--- config.mk ---
export PLATFORM = sky130hd
export DESIGN_NAME = mem_copy_engine
export DESIGN_NICKNAME = d
export VERILOG_FILES = /design/src/rtl/mem_copy_engine.sv
export SDC_FILE = /design/constraint.sdc
export NUM_CORES = 1
export LEC_CHECK = 0
export CORE_MARGIN = 4
export CORE_UTILIZATION = 46
export DETAILED_ROUTE_END_ITERATION = 16
export GPL_ROUTABILITY_DRIVEN = 0
export GPL_TIMING_DRIVEN = 0
export PLACE_DENSITY = 0.81
export SETUP_SLACK_MARGIN = 0.05
export SLEW_MARGIN = 20
export SYNTH_ARGS = -nofsm -noshare
export SYNTH_HDL_FRONTEND = slang
export SYNTH_SLANG_ARGS = --single-unit
--- constraint.sdc ---
create_clock -name clk -period 2 [get_ports clk]
set_clock_uncertainty 0.1 [all_clocks]
set_input_delay 0.3 -clock clk [delete_from_list [all_inputs] [get_ports clk]]
set_output_delay 0.3 -clock clk [all_outputs]
set_load 0.005 [all_outputs]
--- src/rtl/mem_copy_engine.sv ---
// Block copy engine: sole master of a single-port byte memory while busy,
// alternating one read and one write cycle per byte, with a running checksum.
module mem_copy_engine #(
  parameter int ADDR_LEN = 8,
  parameter int WORD_LEN = 8
) (
  input  logic                clk,
  input  logic                rst,
  input  logic                start,
  input  logic [ADDR_LEN-1:0] src,
  input  logic [ADDR_LEN-1:0] dst,
  input  logic [ADDR_LEN:0]   len,
  output logic                busy,
  output logic                done,
  output logic [WORD_LEN-1:0] checksum,
  output logic [ADDR_LEN-1:0] mem_addr,
  output logic                mem_r_en,
  output logic                mem_w_en,
  output logic [WORD_LEN-1:0] mem_wdata,
  input  logic [WORD_LEN-1:0] mem_rdata
);

  typedef enum logic [1:0] {S_IDLE, S_READ, S_WRITE, S_DONE} state_t;

  state_t              r_state;
  state_t              w_state_next;
  logic [ADDR_LEN-1:0] r_src_ptr;
  logic [ADDR_LEN-1:0] r_dst_ptr;
  logic [ADDR_LEN:0]   r_count;
  logic [WORD_LEN-1:0] r_data;
  logic [WORD_LEN-1:0] r_checksum;
  logic                w_last;

  assign w_last = (r_count == {{ADDR_LEN{1'b0}}, 1'b1});

  always_ff @(posedge clk) begin
    if (rst) r_state <= S_IDLE;
    else     r_state <= w_state_next;
  end

  always_comb begin
    w_state_next = r_state;
    case (r_state)
      S_IDLE:  if (start) w_state_next = (len != '0) ? S_READ : S_DONE;
      S_READ:  w_state_next = S_WRITE;
      S_WRITE: w_state_next = w_last ? S_DONE : S_READ;
      S_DONE:  w_state_next = S_IDLE;
      default: w_state_next = S_IDLE;
    endcase
  end

  // Datapath; a zero-length request only clears the checksum.
  always_ff @(posedge clk) begin
    if (rst) begin
      r_src_ptr  <= '0;
      r_dst_ptr  <= '0;
      r_count    <= '0;
      r_data     <= '0;
      r_checksum <= '0;
    end else begin
      case (r_state)
        S_IDLE: begin
          if (start) begin
            r_checksum <= '0;
            if (len != '0) begin
              r_src_ptr <= src;
              r_dst_ptr <= dst;
              r_count   <= len;
            end
          end
        end
        S_READ: r_data <= mem_rdata;
        S_WRITE: begin
          r_src_ptr  <= r_src_ptr + 1'b1;
          r_dst_ptr  <= r_dst_ptr + 1'b1;
          r_count    <= r_count - 1'b1;
          r_checksum <= r_checksum + r_data;
        end
        default: ;
      endcase
    end
  end

  // Outputs decode from registered state only; idle bus is driven to zero.
  always_comb begin
    busy      = 1'b0;
    done      = 1'b0;
    mem_addr  = '0;
    mem_r_en  = 1'b0;
    mem_w_en  = 1'b0;
    mem_wdata = '0;
    checksum  = r_checksum;
    case (r_state)
      S_READ: begin
        busy     = 1'b1;
        mem_r_en = 1'b1;
        mem_addr = r_src_ptr;
      end
      S_WRITE: begin
        busy      = 1'b1;
        mem_w_en  = 1'b1;
        mem_addr  = r_dst_ptr;
        mem_wdata = r_data;
      end
      S_DONE:  done = 1'b1;
      default: ;
    endcase
  end

endmodule

==> summary.md <==
| Metric | Value |
|---|---|
| Status | `finished, violations left` |
| Failing checks | `setup timing` |
| Post-synthesis adder-cell area fraction | `7.35%` |
| Final hold viol count | `0` |
| CTS tree | `yes` |
| Row count | `28` |
| I/O Buffers | `63` |
| Total Wirelength | `9.94 mm` |
| Sw Share | `approximately 43%` |
| Worst setup path startpoint | `r_state[1]` |
| Critical path peak fanout | `5` |
| Clk pin slew, worst setup/hold paths | `90 ps` |
| Setup WS post-layout | `-12.6 ps` |
| DRT iter0 DRCs | `254` |
| Synth cell types | `59` |
| CP Capture Type | `primary output` |
| Yosys top cell area share | `30.5%` |
| Global route overflow | `0` |
| Vias/cell | `6.09` |
| Largest net degree at the start of global routing | `13` |
| Post-synth EDFFs | `0` |
| Sequential Power Share | `26.2%` |
| N_diodes | `0` |
| XOR/XNOR Fraction of Synth Area | `1.86%` |
| Slew Viols, Final | `0` |
| Antenna viol nets, final | `0` |
| IO Pins | `64` |
| Hold path startpoint | `checksum[5]` |
| Height of the die | `86.4 um` |
| Post-route minimum period | `2010 ps` |
| RSZ-0062 raised after global routing | `yes` |
| Max Freq | `0.497 GHz` |
| Max Cap Viol | `0` |
| Clk_lat worst skew | `310 ps` |
| P_leak | `around 1.7 nW` |
| Fin crit share | `101%` |
| CP arrival | `1610 ps` |
| Synthesized netlist cell count | `335` |
| R2R Setup Slk | `-10 ps` |
| Mean post-synth cell area | `around 8.4 um2` |
| Worst hold path type | `reg2reg` |
| Post-synthesis mux area share | `~4.8%` |
| Initial antenna violation count | `0` |
| Drt wl/cell | `19.7 um` |
| Post-DP HPWL | `5.92 mm` |
| Synth Area in Compound Gates | `27.4%` |
| Peak VDD IR | `between 0.6 and 0.7 mV` |
| Flops & latches, synth | `43` |
| Worst setup SP type | `flip-flop` |
| Cell internal pwr | `roughly 3 mW` |
| Root buffer cell | `clkbuf_8` |
| Cts hold-fix bufs | `0` |
| Sequential share of the synthesized area | `between 30% and 40%` |
| Max_slew headroom | `a little under half` |
| Final setup TNS | `-29.7 ps` |
| Netlist Area Pre-Place | `2830 um2` |
| H-tree depth | `2` |
| Crit path kind | `reg2out` |
| Layout overhead on the synthesized area | `44.9%` |
| Clk buf depth | `2` |
| Post-synthesis simple-gate area fraction | `23.3%` |
| Vias in the first global route | `roughly 2900` |
| Total core area | `roughly 6000 um2` |
| Syn Nets | `387` |
| Critical register-to-register path startpoint | `r_state[0]` |
| Layout cell share with drive strength beyond 1 | `28.4%` |
| Die W | `86.4 um` |
| Vias | `3068` |
| PwrDens | `approximately 1300 nW/um2` |
| DRT Pass-1 Iters | `5` |
| Clock share of power | `12.3%` |
| Total die area | `7460 um2` |
| Post-synth top flop | `dfxtp_1` |
| First-pass GRT wire length | `about 14 mm` |
| Endpoints failing setup | `3` |
| Gr usage total | `24.0%` |
| Worst hold slack | `~390 ps` |
| Largest family of logic cells by synthesized area | `compound AO/OA/AOI/OAI gates` |
| Ys async rst share | `0%` |
| # DRC | `0` |
| Fill cells | `444` |
| Fin nets | `480` |
| Dominant cell type by area after synthesis | `dfxtp_1` |
| Cts bufs inserted | `5` |
| Clock tree sinks | `43` |
| P_sw | `2.22 mW` |
| YS warnings | `0` |
| Power share of the combinational group | `61.5%` |
| Worst endpoint required time | `1600 ps` |
| Most numerous cell in the Yosys netlist | `dfxtp_1` |
| Top cells by count, synth | `dfxtp_1, nor2_1, nand2_1` |
| Worst-Margin Slew | `778 ps` |
| Synth top area cells | `dfxtp_1, ha_1, nor2_1, nand2_1, mux2i_1` |
| Initial Util | `47.5%` |
-- state kept, by name, indices dropped and copies added, names as in the netlist --
signal and flops:
r_count 9, r_state 2, r_dst_ptr 8, checksum 8, r_data 8, r_src_ptr 8
-- layout by cell type (no fill, tap or decap), types with 5 or more instances in the layout --
| cell | count |
|---|---|
| a22oi_1 | 5 |
| inv_1 | 6 |
| mux2i_1 | 11 |
| buf_4 | 13 |
| o2bb2ai_1 | 5 |
| a21oi_2 | 5 |
| nor2b_1 | 16 |
| nand3_1 | 7 |
| nor3_1 | 11 |
| nor2_1 | 34 |
| clkbuf_2 | 6 |
| o21ai_0 | 12 |
| nand2_1 | 30 |
| buf_2 | 14 |
| and2_1 | 9 |
| ha_1 | 10 |
| o21ai_2 | 5 |
| a21o_1 | 7 |
| o21ai_1 | 7 |
| buf_6 | 11 |
| clkbuf_8 | 7 |
| a21oi_1 | 15 |
| dfxtp_1 | 40 |
| a22oi_2 | 13 |
| clkdlybuf4s50_1 | 44 |
-- worst paths after layout --
path / end / cells after the start
setup / recovery: mem_addr[6] / 7
hold / removal: checksum[5] / 2
setup reg to reg: r_dst_ptr[7] / 9
hold reg to reg: checksum[5] / 2
-- cell type report --
cell class / instances / area (um2) / area share [%]
multi-input combinational: 265 / 1990 / 48.6
sequential: 43 / 870 / 21.2
timing repair buffer: 87 / 790 / 19.3
buffer: 17 / 213 / 5.19
clock buffer: 8 / 100 / 2.44
tap: 75 / 93.8 / 2.29
inverter: 9 / 38.8 / 0.947
-- power by group through the flow --
| stage | combinational (mW) | sequential (mW) | clock (mW) |
|---|---|---|---|
| after floorplan | 1.60 | 1.25 | 0 |
| after global placement | 2.17 | 1.29 | 0 |
| after detailed placement | 2.23 | 1.31 | 0 |
| after CTS | 2.71 | 1.32 | 0.634 |
| after global routing | 3.39 | 1.39 | 0.674 |
| final | 3.20 | 1.36 | 0.641 |
-- stage by stage --
step                cells  instance area, um2  utilization (%)  total power, mW  setup slack [ps]
floorplan             335                2830                -             2.85              53.0
global placement      473                3550             59.6             3.46              -738
detailed placement    473                3550             59.6             3.53              -811
CTS                   496                3920             65.9             4.66              27.3
global route          504                4100             68.8             5.45             -77.5
finish                504                4100             68.8             5.21             -12.6
-- cells by family (layout without fill, tap and decap cells) --
| group | after synthesis | in the layout |
|---|---|---|
| flip-flops | 43 | 43 |
| XOR/XNOR | 6 | 6 |
| AO/OA/AOI/OAI | 101 | 101 |
| AND/OR/NAND/NOR | 129 | 129 |
| buffers and inverters | 27 | 121 |
| adder cells (fa/ha/maj) | 16 | 16 |
| multiplexers | 13 | 13 |
-- per-layer routing --
| metal | vias up | GRT usage, % | share of wire (%) |
|---|---|---|---|
| li1 | 1406 | - | - |
| met1 | 1412 | 29.4 | 39 |
| met2 | 192 | 41.2 | 48 |
| met3 | 58 | 3.71 | 8.0 |
| met4 | 0 | 11.2 | 5.1 |
| met5 | - | 0 | 0 |
-- critical path: stages, from the launching register on --
cell and delay [ps]:
dfxtp_4 400, inv_4 40, buf_6 110, ha_4 180, buf_6 140, a22oi_2 200, nor2b_1 90, buf_2 140
-- repair_timing --
| item | in CTS | in global routing |
|---|---|---|
| buffers inserted | 15 | 8 |
| hold endpoints to repair | 0 | 0 |
| gates cloned | 0 | 1 |
| pin swaps | 10 | 16 |
| setup endpoints to repair | 46 | 50 |
| resized for setup | 113 | 39 |
Note: power is estimated with default switching activity, not from simulation.
